$ cat src/rtl/bit_serial_alu.sv
// Bit-serial ALU: walks WIDTH operand bits LSB first through a 1-bit slice with a carry/shift flop.
// Optional zero flag output is enabled by defining BSALU_ZERO_FLAG_EN.
module bit_serial_alu #(
    parameter int WIDTH = 8
) (
    input  logic             clk,
    input  logic             rst_n,
    input  logic             start,
    input  logic             mode,
    input  logic [2:0]       opsel,
    input  logic [WIDTH-1:0] a,
    input  logic [WIDTH-1:0] b,
    output logic             busy,
    output logic             done,
    output logic [WIDTH-1:0] result,
    output logic             cout,
    output logic             c_flag
`ifdef BSALU_ZERO_FLAG_EN
    ,
    output logic             zero
`endif
);

    localparam int IW = (WIDTH > 2) ? $clog2(WIDTH) : 1;
    localparam logic [IW-1:0] LAST_IDX = IW'(WIDTH - 1);

    typedef enum logic [1:0] {
        S_IDLE = 2'd0,
        S_RUN  = 2'd1,
        S_DONE = 2'd2
    } state_t;

    state_t           state_q, state_d;
    logic [WIDTH-1:0] a_q, a_d, b_q, b_d;
    logic             mode_q, mode_d;
    logic [2:0]       opsel_q, opsel_d;
    logic [IW-1:0]    idx_q, idx_d;
    logic             carry_q, carry_d;
    logic [WIDTH-1:0] sr_q, sr_d;
    logic [WIDTH-1:0] result_q, result_d;
    logic             cout_q, cout_d;
    logic             c_flag_q, c_flag_d;
`ifdef BSALU_ZERO_FLAG_EN
    logic             zero_q, zero_d;
`endif

    // Single-bit slice outputs for the current bit index.
    logic a_bit, b_bit, x_bit, res_bit, carry_nx, cout_fin, carry_init;

    always_comb begin
        // NOTE: every variable written here gets a default first so no latch is inferred.
        a_bit    = a_q[idx_q];
        b_bit    = b_q[idx_q];
        x_bit    = 1'b0;
        res_bit  = 1'b0;
        carry_nx = carry_q;
        cout_fin = 1'b0;
        if (!mode_q) begin
            case (opsel_q)
                3'b000, 3'b110: x_bit = b_bit;
                3'b001, 3'b011: x_bit = ~b_bit;
                3'b101:         x_bit = 1'b1;
                default:        x_bit = 1'b0;
            endcase
            if (opsel_q == 3'b010 || opsel_q == 3'b111) begin
                res_bit = a_bit;
            end else begin
                res_bit  = a_bit ^ x_bit ^ carry_q;
                carry_nx = (a_bit & x_bit) | (carry_q & (a_bit ^ x_bit));
                cout_fin = carry_nx;
            end
        end else begin
            case (opsel_q)
                3'b000: res_bit = a_bit & b_bit;
                3'b001: res_bit = a_bit | b_bit;
                3'b010: res_bit = a_bit ^ b_bit;
                3'b011: res_bit = ~a_bit;
                3'b101: begin
                    // Carry flop carries the previous A bit into this position.
                    res_bit  = carry_q;
                    carry_nx = a_bit;
                    cout_fin = a_bit;
                end
                default: res_bit = 1'b0;
            endcase
        end
    end

    // Carry flop seed, chosen from the live inputs at the accepting edge.
    always_comb begin
        carry_init = 1'b0;
        if (!mode) begin
            case (opsel)
                3'b001:                 carry_init = c_flag_q;
                3'b011, 3'b100, 3'b110: carry_init = 1'b1;
                default:                carry_init = 1'b0;
            endcase
        end
    end

    always_comb begin
        state_d  = state_q;
        a_d      = a_q;
        b_d      = b_q;
        mode_d   = mode_q;
        opsel_d  = opsel_q;
        idx_d    = idx_q;
        carry_d  = carry_q;
        sr_d     = sr_q;
        result_d = result_q;
        cout_d   = cout_q;
        c_flag_d = c_flag_q;
`ifdef BSALU_ZERO_FLAG_EN
        zero_d   = zero_q;
`endif
        case (state_q)
            S_IDLE: begin
                if (start) begin
                    a_d     = a;
                    b_d     = b;
                    mode_d  = mode;
                    opsel_d = opsel;
                    idx_d   = '0;
                    carry_d = carry_init;
                    state_d = S_RUN;
                end
            end
            S_RUN: begin
                sr_d    = {res_bit, sr_q[WIDTH-1:1]};
                carry_d = carry_nx;
                if (idx_q == LAST_IDX) begin
                    state_d  = S_DONE;
                    result_d = sr_d;
                    cout_d   = cout_fin;
                    if (!mode_q) c_flag_d = cout_fin;
`ifdef BSALU_ZERO_FLAG_EN
                    zero_d   = (sr_d == '0);
`endif
                end else begin
                    idx_d = idx_q + 1'b1;
                end
            end
            S_DONE:  state_d = S_IDLE;
            default: state_d = S_IDLE;
        endcase
    end

    // NOTE: state registers use non-blocking assignments; all of them, including the shadow
    // operands, are reset so a mid-operation reset leaves nothing stale behind.
    always_ff @(posedge clk or negedge rst_n) begin
        if (!rst_n) begin
            state_q  <= S_IDLE;
            a_q      <= '0;
            b_q      <= '0;
            mode_q   <= 1'b0;
            opsel_q  <= 3'b000;
            idx_q    <= '0;
            carry_q  <= 1'b0;
            sr_q     <= '0;
            result_q <= '0;
            cout_q   <= 1'b0;
            c_flag_q <= 1'b0;
`ifdef BSALU_ZERO_FLAG_EN
            zero_q   <= 1'b1;
`endif
        end else begin
            state_q  <= state_d;
            a_q      <= a_d;
            b_q      <= b_d;
            mode_q   <= mode_d;
            opsel_q  <= opsel_d;
            idx_q    <= idx_d;
            carry_q  <= carry_d;
            sr_q     <= sr_d;
            result_q <= result_d;
            cout_q   <= cout_d;
            c_flag_q <= c_flag_d;
`ifdef BSALU_ZERO_FLAG_EN
            zero_q   <= zero_d;
`endif
        end
    end

    assign busy   = (state_q != S_IDLE);
    assign done   = (state_q == S_DONE);
    assign result = result_q;
    assign cout   = cout_q;
    assign c_flag = c_flag_q;
`ifdef BSALU_ZERO_FLAG_EN
    assign zero   = zero_q;
`endif

endmodule
$ cat config.mk
export PLATFORM = sky130hd
export DESIGN_NAME = bit_serial_alu
export DESIGN_NICKNAME = d
export VERILOG_FILES = /design/src/rtl/bit_serial_alu.sv
export SDC_FILE = /design/constraint.sdc
export NUM_CORES = 1
export LEC_CHECK = 0
export ABC_AREA = 0
export CAP_MARGIN = 10
export CELL_PAD_IN_SITES_DETAIL_PLACEMENT = 2
export CELL_PAD_IN_SITES_GLOBAL_PLACEMENT = 2
export CORE_AREA = 2 2 80 82
export CTS_CLUSTER_SIZE = 30
export DETAILED_ROUTE_END_ITERATION = 10
export DIE_AREA = 0 0 82 84
export PLACE_DENSITY = 0.73
export SYNTH_ARGS = -nofsm -noshare
export SYNTH_HDL_FRONTEND = slang
export SYNTH_SLANG_ARGS = --single-unit
$ cat constraint.sdc
create_clock -name clk -period 3.2 [get_ports clk]
set_input_delay 0.64 -clock clk [delete_from_list [all_inputs] [get_ports clk]]
set_output_delay 0.64 -clock clk [all_outputs]
set_load 0.05 [all_outputs]
==> results.md <==
* Die span in x at roughly 80 um
* Post-DP Area at 0.00247 mm2
* Total chip power at 3.03 mW
* Max FO, Critical Path at 7
* Post-cts hold buffer count at 0
* Worst Tran Pin Value at 0.993 ns
* Async SR Flop Fraction at 100%
* CTS tree: built
* PD cells at 1180 mW/mm2
* Syn_nets at between 150 and 200
* Clock buffer depth at 2
* DIE AREA at 0.00689 mm2
* Layout Utilization at a little over two fifths
* Clock Root Buffer: clkbuf_8
* Tmin final at between 2 and 3 ns
* # clock sinks at 43
* GP Congestion at a little over 0.8
* Max Slew Vio Count at 0
* Hold Vio Cnt, Final at 0
* Share of cells above drive strength 1 at 26.2%
* F_max at 0.338 GHz
* Met1 GRT Util at 21.4%
* Sequential-to-total area share from yosys stat at 51.9%
* Synth Area per Inst at between 10 and 15 um2
* Synthesis warning total at 0
* Met2 GRT Util at 29.3%
* Clock Latency Late Sink at 0.29 ns
* Wire length per cell at 19.0 um
* Die Y at ~84 um
* Synth cell types at 39
* Slew margin rel. at between 30% and 40%
* Endpoints failing setup at 0
* Worst r2r path cells at 8
* Core area at 0.00610 mm2
* Setup TNS Final at 0 ns
* Yosys top cell area share at 51.9%
* Num ports at 35
* Mapped Area at 0.00207 mm2
* Setup WS pre-CTS at around 0.31 ns
* PortBufs at 34
* Post-route clock period utilization at 92.3%
* Routed vias/inst at 5.12
* Arr. time, crit path at 3.16 ns
* # Max-Cap Violations at 0
* Critical path type: reg2reg
* Startpoint types: flop
* HP Class: in2async
* Gr busiest metal: met2
* Design area at roughly 0.0026 mm2
* Critical path endpoint category: flop
* DR iter-0 viols at 22
* Largest net degree at the start of global routing at 44
* Post_cts resized at 0
* Post-CTS Repair Setup Buffers at 0
* Vias in the first global route at 1635
* DRC Markers at 0
* FF+latch area at 0.00108 mm2
* Final ANT Viol Nets at 0
* Filler Cell Count at approximately 620
* Cell taking the most area after synthesis: dfrtp_1
* Starting Density at 34.0%
* Post-DP HPWL at about 3800 um
* Area grow syn2layout at 24.4%
* GRT Overall Usage at between 15 and 20%
* H-Tree Depth at 2
* Multi-input gate area at 926 um2
* # diodes at 0
* Post-synth EDFFs at 0
* Initial antenna violation count at 0
* Met3 Resource Use GR at 2.27%
* Non-filler cells, final at roughly 270
* Ys flop type: dfrtp_1
* Grt total ovfl at 0
* Worst VDD drop at between 0.0003 and 0.0004 V
* Fin nets at 223
* Final Skew at about 0.010 ns
* Detailed Routing Iterations Pass 1 at 4
* Cell count after synthesis at 161
* Std-Cell Rows at 29
* Leakage at 1.09 nW
* Final WL at roughly 5200 um
* Worst EP required at 3.41 ns
* Via Count at 1392
* First-pass GRT wire length at between 8000 and 9000 um
* RSZ-0062 raised after global routing: false
* Synth Register Bits at between 40 and 50
* Tightest hold margin at about 0.50 ns
* Clock-pin slew on the worst setup and hold paths at 0.08 ns
* Status: finished, final reports clean
* Placed insts at 265
* Num CTS Buffers at 5
* Area contributors post-synth: dfrtp_1, mux2_2, mux4_1
* PnR worst setup slack at 0.245 ns
layer usage:
metal | share of wire (%) | wire (um)
met5 | 0 | 0
met4 | 1.4 | 74
met3 | 2.0 | 106
met2 | 55 | 2840
met1 | 42 | 2160
area by class of cell:
class | count | area share, %
Sequential cell | 43 | 41.7
Clock inverter | 1 | 1.17
Timing Repair Buffer | 36 | 13.6
Multi-Input combinational cell | 102 | 35.9
Inverter | 7 | 1.02
Clock buffer | 6 | 2.82
Tap cell | 77 | 3.74
registers in the layout, summed over array words and instances, names as in the netlist:
signal   count
cout         1
b_q          8
carry_q      1
sr_q         7
state_q      2
a_q          8
result       8
idx_q        3
mode_q       1
opsel_q      3
c_flag       1
cells by family (layout without fill, tap and decap cells):
family | Yosys count | after routing | synth area share, %
compound gates | 23 | 23 | 7.61
xor+xnor | 1 | 1 | 0.423
fa+ha+maj | 5 | 5 | 3.38
buf+inv | 16 | 50 | 3.38
flops | 43 | 43 | 51.9
mux | 42 | 42 | 25.7
simple gates | 31 | 31 | 7.61
synth_stat cells (2+ instances only):
cell type / number
nor2_1: 8
nor3b_1: 2
a21oi_1: 3
a211oi_1: 2
clkbuf_1: 6
inv_1: 4
mux2_2: 33
dfrtp_1: 43
o21ai_0: 7
mux4_1: 2
mux4_2: 2
nand3_1: 4
inv_2: 2
buf_2: 2
ha_1: 4
a22o_1: 2
nor2b_1: 5
nand2_1: 6
mux2i_1: 4
worst max-delay path: stages (launching register included):
cell and delay (ns):
dfrtp_1 0.55, mux4_1 0.61, mux2_2 0.31, o21ai_0 0.08, nor3b_1 0.29, fa_1 0.47
a211oi_1 0.29, a211oi_2 0.10, a21oi_1 0.18
final timing paths:
kind	end	startpoint	slack, ns
max	sr_q[7]	idx_q[0]	0.25
min	sr_q[6]	rst_n	0.50
max reg2reg	sr_q[7]	idx_q[0]	0.25
min reg2reg	cout	cout	0.51
max in group asynchronous	idx_q[0]	rst_n	2.06
min in group clk	cout	cout	0.51
cells in the final DEF (no fill, tap or decap), drive strengths merged, types with 2 or more instances in the layout:
cell type	count
a21oi	3
clkdlybuf4s50	33
clkbuf	6
nor2b	5
nor2	8
mux4	4
nand2	6
a211oi	3
o21ai	8
nand3	4
nor3b	2
mux2i	5
inv	6
a22o	3
ha	4
dfrtp	43
mux2	33
buf	3
power breakdown:
group / internal (mW) / switching [mW] / total [mW]
registers: 0.815 / 0.271 / 1.09
logic: 0.750 / 0.786 / 1.54
clock network: 0.229 / 0.178 / 0.407
total: 1.79 / 1.23 / 3.03
(Power assumes the default switching activity.)
